### src/rtl/fifo_wr_arb.sv
// Round-robin arbiter granting bursts of writes from two requesters into one shared FIFO.
// Optional per-requester word counters are enabled by defining FIFO_WR_ARB_CNT_EN.
module fifo_wr_arb #(
   parameter int DW    = 8,
   parameter int BURST = 16
) (
   input  logic          clk,
   input  logic          rst,
   input  logic          req0,
   input  logic          req1,
   input  logic [DW-1:0] din0,
   input  logic [DW-1:0] din1,
   output logic          gnt0,
   output logic          gnt1,
   input  logic          fifo_full,
   output logic          fifo_txen,
   output logic [DW-1:0] fifo_txd,
   output logic          busy,
   output logic          owner
`ifdef FIFO_WR_ARB_CNT_EN
   ,
   output logic [15:0]   cnt0,
   output logic [15:0]   cnt1
`endif
);

   typedef enum logic [1:0] {
      S_IDLE,
      S_BURST,
      S_GAP
   } state_t;

   localparam logic [7:0] LastCnt = 8'(BURST - 1);

   state_t     state_q, state_d;
   logic       owner_q, owner_d;
   logic [7:0] burstCnt_q, burstCnt_d;
   logic       ownerReq;
   logic       wrEn;

   assign ownerReq = owner_q ? req1 : req0;
   assign wrEn     = (state_q == S_BURST) && ownerReq && !fifo_full;

   // State register; owner resets to 1 so requester 0 wins the first contended arbitration.
   always_ff @(posedge clk or posedge rst) begin
      if (rst) begin
         state_q    <= S_IDLE;
         owner_q    <= 1'b1;
         burstCnt_q <= 8'd0;
      end else begin
         state_q    <= state_d;
         owner_q    <= owner_d;
         burstCnt_q <= burstCnt_d;
      end
   end

   // Next-state logic: arbitrate in IDLE, count writes in BURST, one dead cycle in GAP.
   always_comb begin
      state_d    = state_q;
      owner_d    = owner_q;
      burstCnt_d = burstCnt_q;
      case (state_q)
         S_IDLE: begin
            if (req0 || req1) begin
               owner_d    = (req0 && req1) ? ~owner_q : req1;
               burstCnt_d = 8'd0;
               state_d    = S_BURST;
            end
         end
         S_BURST: begin
            if (wrEn) begin
               burstCnt_d = burstCnt_q + 8'd1;
               if (burstCnt_q == LastCnt) begin
                  state_d = S_GAP;
               end
            end else if (!ownerReq) begin
               state_d = S_GAP;
            end
         end
         S_GAP: begin
            state_d = S_IDLE;
         end
         default: begin
            state_d = S_IDLE;
         end
      endcase
   end

   // Output logic: data is a zero-latency mux of the owner's input, forced to 0 when idle.
   always_comb begin
      fifo_txen = wrEn;
      gnt0      = wrEn && !owner_q;
      gnt1      = wrEn && owner_q;
      fifo_txd  = '0;
      if (wrEn) begin
         fifo_txd = owner_q ? din1 : din0;
      end
      busy  = (state_q != S_IDLE);
      owner = owner_q;
   end

`ifdef FIFO_WR_ARB_CNT_EN
   logic [15:0] cnt0_q, cnt1_q;

   // Per-requester accepted-word counters, free-running with natural wrap.
   always_ff @(posedge clk or posedge rst) begin
      if (rst) begin
         cnt0_q <= 16'd0;
         cnt1_q <= 16'd0;
      end else begin
         if (gnt0) begin
            cnt0_q <= cnt0_q + 16'd1;
         end
         if (gnt1) begin
            cnt1_q <= cnt1_q + 16'd1;
         end
      end
   end

   assign cnt0 = cnt0_q;
   assign cnt1 = cnt1_q;
`endif

endmodule
### config.mk
export PLATFORM = sky130hd
export DESIGN_NAME = fifo_wr_arb
export DESIGN_NICKNAME = d
export VERILOG_FILES = /design/src/rtl/fifo_wr_arb.sv
export SDC_FILE = /design/constraint.sdc
export NUM_CORES = 1
export LEC_CHECK = 0
export ABC_AREA = 1
export BUFFER_PORTS_ARGS = -buffer_cell sky130_fd_sc_hd__buf_2
export CORE_AREA = 2 2 45 47
export DETAILED_ROUTE_END_ITERATION = 10
export DIE_AREA = 0 0 47 49
export PLACE_DENSITY_LB_ADDON = 0.3
export SYNTH_ARGS = -nofsm -noshare
export SYNTH_HDL_FRONTEND = slang
export SYNTH_SLANG_ARGS = --single-unit
### constraint.sdc
create_clock -name clk -period 1.9 [get_ports clk]
set_input_delay 0.475 -clock clk [delete_from_list [all_inputs] [get_ports clk]]
set_output_delay 0.475 -clock clk [all_outputs]
set_load 0.01 [all_outputs]
==> flow_summary.toml, run 1 <==
[cells_and_area]
drive_above_1_share = 0.357
final_cells = 184
finish.utilization = 0.562
area_delta_synth_final_pct = 33.6
nets = 180
num_antenna_cells = 0

[clock_network]
cts_root_buffer = "clkbuf_4"
insertion_delay_ns = 0.28
cts-hold-fix-buffers = 0
clock-sinks = 11
clkTransAtPathRegs_ns = 0.07
clockBufferDepth = 2
cts_tree = "built"
numCtsBuffers = 3
cts_max_level = 1

[power_and_ir_drop]
p_switching_w = 0.000450
combPwrFrac = 0.505
intPower_w = 0.000577
leakagePower_nw = 0.573
seqPwrFrac = 0.336
peakVddDrop_v = 0.000683
p_clk_frac = 0.158
switching_share = 0.438
p_total_w = 0.00103
pwr_density_cell_nw_per_um2 = 993

[grt]
grtUsageTotal = 0.172
grt_pass1_vias = 723
grt_first_pass_wirelength_um = 2840
grt.overflow.total = 0
grt_max_degree = 12
antenna_found_initial = 0

[die]
rows = 16
die_width_um = 47
core_area_um2 = 1840
pin_count = 34
initial_core_util = 0.421
fp.dieArea_um2 = 2300
die_h_um = 49

[routing]
route.detailed.drc = 0
vias_per_cell = 4.71
drtIter0Drc = 16
vias = 866
wl_per_cell_um = 9.99
drtPass1Iterations = 4
drtAntennaViolNets = 0
wirelength_um = 1840

[synth]
netlist.area_leader.share = 0.323
synth_area_leader_cell = "dfrtp_1"
synth_top_family_by_area = "simple AND/OR/NAND/NOR gates"
synth_area_leaders = "dfrtp_1 32%, nand2_1 24%, inv_1 5.8%"
ys_types = 22
ys_ff_latch = 11
synth_area_um2 = 774
synth-xor-area-share = 0.0113
yosys_warnings = 0
ys_seq_area_frac = 0.357
syn_inst = 116
synth-simple-area-share = 0.449
synth_compound_area_frac = 0.0824
postSynthAreaPerCell_um2 = 6.68
synth.area.mux_share = 0
synthAdderAreaFrac = 0.0162
synth_nets = 138

[sta]
finalHoldViolations = 0
rsz0062_at_grt = "true"
worst-slew-pin-transition_ns = 0.433
clock_skew_ns = 0.00159
timing.fmax_ghz = 0.498
layout_setup_ws_ns = -0.108
layout_min_cycle_time_ns = 2.01
setup_violations = 10
final.period_utilization = 1.06
slew-limit-headroom = 0.711
slew_violations = 0

[critical_path]
crit_slowest_cell = "dfstp_2"
crit_family = "flip-flops"
worstPathRequired_ns = 1.42
cpPeakStageDelay_ns = 0.56
path_buf_inv = 4
worst_ep_arrival_time_ns = 1.53
critPathCaptureType = "output port"
critical_path_class = "register to output port"
start_kind = "register"
crit_top_cell = "nand2_2"
crit_fanout = 9
worstPathCellList = "inv_2, nand2_2, nand2_2, nand3_4, inv_2, nand2_2, inv_4, nand2_1, nand2_1, buf_2"

[flow_run]
max_cap_violations = 0

[placement]
globalplace.congestion = 0.837
post-dp-hpwl_um = 1450
dp.cells = 176
portBuffers = 33

[outcome]
outcome = "complete, but fails checks"
violations = "setup timing"

[min_path]
worstHoldPathType = "primary input to asynchronous set/reset pin"
[layout by cell type (no fill, tap or decap), types with 2 or more instances in the layout]
cell       n
inv_2      3
a21oi_1    3
o21ai_0    3
buf_4      4
nand2_2    4
clkbuf_4   3
nor2_1     9
inv_1     11
nand2_1   47
o21ai_1    5
nand3_1    8
dfrtp_1   10
buf_2     33
inv_4      2
[cells by family after synthesis]
family	Yosys count
xor+xnor	1
compound gates	12
fa+ha+maj	1
simple gates	75
flops	11
buf+inv	16
[cell usage after synthesis]
master / count
a21oi_1: 3
inv_1: 12
nor3_1: 1
nor2_1: 9
ha_1: 1
inv_2: 2
dfstp_2: 1
or2_2: 1
nor2_8: 1
nand3_4: 1
o21ai_1: 5
nand4_1: 1
nor2_4: 1
dfrtp_1: 10
xor2_1: 1
nand3_1: 8
inv_4: 2
nand2_2: 2
a31o_2: 1
nand2_4: 1
nand2_1: 49
o21ai_0: 3
[metrics by stage]
stage	hold slack [ns]	instance area [µm²]	TNS, ns	worst slack [ns]
3_5_place_dp	0.495	973	0	0.0727
3_3_place_gp	0.485	973	0	0.127
6_report	0.181	1030	-0.794	-0.108
4_1_cts	0.197	1020	-1.07	-0.139
5_1_grt	0.219	1030	-1.90	-0.226
2_1_floorplan	0.327	774	0	0.154
[sequential cells by signal, indices dropped and copies added, names as in the netlist]
register,count
owner,1
burstCnt_q,8
state_q,2
[worst paths after layout]
| path | startpoint | end | slack, ns | cells after the start |
|---|---|---|---|---|
| max in group asynchronous | rst | owner | 1.39 | 2 |
| min in group clk | req1 | owner | 0.48 | 2 |
| min | rst | burstCnt_q[1] | 0.18 | 2 |
| max | owner | fifo_txd[7] | -0.11 | 10 |
| min reg2reg | burstCnt_q[1] | burstCnt_q[1] | 0.51 | 2 |
| max reg2reg | owner | burstCnt_q[3] | 0.53 | 9 |
[power by group through the flow]
stage / Clock [W] / Sequential (W) / Combinational (W)
6_report: 0.000163 / 0.000345 / 0.000519
5_1_grt: 0.000179 / 0.000353 / 0.000584
3_3_place_gp: 0 / 0.000353 / 0.000451
4_1_cts: 0.000169 / 0.000344 / 0.000509
2_1_floorplan: 0 / 0.000354 / 0.000323
3_5_place_dp: 0 / 0.000356 / 0.000463
[final cells by class]
| class | count | area (µm²) |
|---|---|---|
| clock buffers | 4 | 26.3 |
| fillers | 182 | 807 |
| inverters | 16 | 65.1 |
| multi-input cells | 89 | 438 |
| flip-flops and latches | 11 | 277 |
| well taps | 27 | 33.8 |
| repair buffers | 37 | 195 |
[metal layers]
layer,track usage,vias to the layer above,wire length [µm]
met5,0,-,0
met3,0.0333,5,170
li1,-,446,-
met4,0.0972,0,51
met1,0.194,379,729
met2,0.285,36,887
[what timing repair did]
item                                    4_1_cts  5_1_grt
endpoints found under the setup margin       10       10
pin swaps                                     2        0
hold endpoints to repair                      0        0
setup buffers                                 3        1
resized for setup                             1        2
Note: power is estimated with default switching activity, not from simulation.
==> run 2: changes to the inputs <==
Settings changed: CORE_AREA 2 2 45 47 to 2 2 51 53, DIE_AREA 0 0 47 49 to 0 0 53 55, MAX_ROUTING_LAYER set to met4, PLACE_DENSITY_LB_ADDON 0.3 to unset.
==> run 2 against run 1 <==
Against the previous run: the run still ends with setup timing left; non-clock buffer count grew 1; wire length is 8.5% higher; core utilization down 9.6 points; combinational power grew 8.5%; worst setup slack worse by 0.077 ns; highest routed layer unchanged; critical path depth unchanged; sequential share of layout area is 1.6 points lower; die area increased by 27%; critical path type unchanged; register-to-register slack worse by 0.12 ns; largest cell class unchanged; final cell count is 3.3% higher.
==> flow_summary.toml, run 2 (synthesized netlist as in run 1, its figures left out) <==
[outcome]
outcome = "complete, but fails checks"
violations = "setup timing"

[cells_and_area]
mostFrequentLayoutCells = "43 x nand2_1, 30 x buf_2, 11 x inv_1, 10 x dfrtp_1, 9 x nor2_1"
final_cells = 190
nets = 183
final_common_cell = "nand2_1"
num_antenna_cells = 0
fillers = 228
drive_above_1_share = 0.394
area_delta_synth_final_pct = 42.2
finish.utilization = 0.466
regMostFlops = "burstCnt_q"
largest_register_ffs = 8

[sta]
slew-limit-headroom = 0.720
layout_min_cycle_time_ns = 2.08
setup_violations = 9
layout_setup_ws_ns = -0.185
worst-slew-pin-transition_ns = 0.419
slew_violations = 0
finalHoldViolations = 0
clock_skew_ns = 0.000824
final.period_utilization = 1.10
timing.fmax_ghz = 0.480
rsz0062_at_grt = "true"

[placement]
globalplace.congestion = 0.794
dp.cells = 180
portBuffers = 33
post-dp-hpwl_um = 1420
pre_cts_ws_ns = 0.0819

[grt]
grt_first_pass_wirelength_um = 3160
grtUsageTotal = 0.156
grt_pass1_vias = 810
antenna_found_initial = 0
grt_max_degree = 12
grt.overflow.total = 0

[die]
fp.dieArea_um2 = 2920
die_h_um = 55
die_width_um = 53
pin_count = 34
core_area_um2 = 2360
initial_core_util = 0.328
rows = 18

[critical_path]
worst_r2r_endpoint = "burstCnt_q[7]"
crit_slowest_cell = "dfstp_2"
worstSetupStartpoint = "owner"
critPathCaptureType = "output port"
start_kind = "register"
critical_path_class = "register to output port"
worstPathCellList = "inv_2, nand2_2, nand2_2, nand3_4, inv_4, nand2_4, clkinvlp_4, nand2_1, nand2_1, buf_2"
critPathCapture = "fifo_txd[7]"
cpPeakStageDelay_ns = 0.56
rr_worst_depth = 9
rr_startpoint = "owner"
r2r_slack_ns = 0.41
crit_fanout = 4
worst_ep_arrival_time_ns = 1.61
worstPathRequired_ns = 1.42

[routing]
vias = 903
wl_per_cell_um = 10.5
vias_per_cell = 4.75
wirelength_um = 1990
drtAntennaViolNets = 0
route.detailed.drc = 0
drtPass1Iterations = 4
drtIter0Drc = 9

[clock_network]
numCtsBuffers = 3
clockBufferDepth = 2
cts_tree = "built"
cts_root_buffer = "clkbuf_4"
cts_max_level = 1
clkTransAtPathRegs_ns = 0.07
insertion_delay_ns = 0.28
clock-sinks = 11
cts-hold-fix-buffers = 0

[min_path]
worstHoldPathType = "primary input to asynchronous set/reset pin"

[power_and_ir_drop]
pwr_density_cell_nw_per_um2 = 979
leakagePower_nw = 0.591
peakVddDrop_v = 0.000603

[flow_run]
max_cap_violations = 0
run 2: how the worst min path moves through the flow:
stage          from  cells past startpoint             to
2_1_floorplan   rst                      1  burstCnt_q[0]
3_3_place_gp    rst                      2  burstCnt_q[2]
3_5_place_dp    rst                      2     state_q[1]
4_1_cts         rst                      2     state_q[1]
5_1_grt         rst                      2     state_q[0]
6_report        rst                      2     state_q[1]
run 2: area by class of cell:
| type | instances | area [µm²] | area share |
|---|---|---|---|
| flip-flops and latches | 11 | 277 | 0.251 |
| multi-input cells | 90 | 464 | 0.422 |
| repair buffers | 38 | 221 | 0.201 |
| inverters | 16 | 67.6 | 0.0614 |
| repair inverters | 1 | 7.51 | 0.00682 |
| well taps | 30 | 37.5 | 0.0341 |
| clock buffers | 4 | 26.3 | 0.0239 |
run 2: layer usage:
| layer | track usage | routed length, µm | share of wire | vias up |
|---|---|---|---|---|
| met1 | 0.160 | 791 | 0.40 | 397 |
| met3 | 0.0215 | 204 | 0.10 | 5 |
| met2 | 0.279 | 939 | 0.47 | 45 |
| met4 | 0.107 | 59 | 0.030 | 0 |
| li1 | - | - | - | 456 |
| met5 | - | 0 | 0 | - |
run 2: worst max-delay path, delay by kind of cell, from the launching register on:
family | cells | cell delay [ns]
buf+inv | 4 | 0.33
flops | 1 | 0.56
simple gates | 6 | 0.44
run 2: repair_timing:
action / in CTS / in global routing
gates cloned: 1 / 1
gates resized for setup: 1 / 13
endpoints found under the hold margin: 0 / 0
pin swaps: 1 / 6
setup buffers: 2 / 2
setup endpoints to repair: 10 / 11
run 2: metrics by stage:
stage                     TNS [ns]  hold WS [ns]  area (µm²)  power (W)
after detailed placement         0         0.492         985   0.000830
after global placement           0         0.492         985   0.000826
after global routing         -1.92         0.238        1100    0.00116
final                        -1.30         0.166        1100    0.00108
after CTS                   -0.975         0.186        1030    0.00102
after floorplan                  0         0.327         774   0.000676
run 2: report_power, final:
part           switching (W)  internal [W]  leakage (nW)
Combinational       0.000340      0.000223         0.430
Clock              0.0000908     0.0000818        0.0150
Sequential         0.0000496      0.000293         0.146
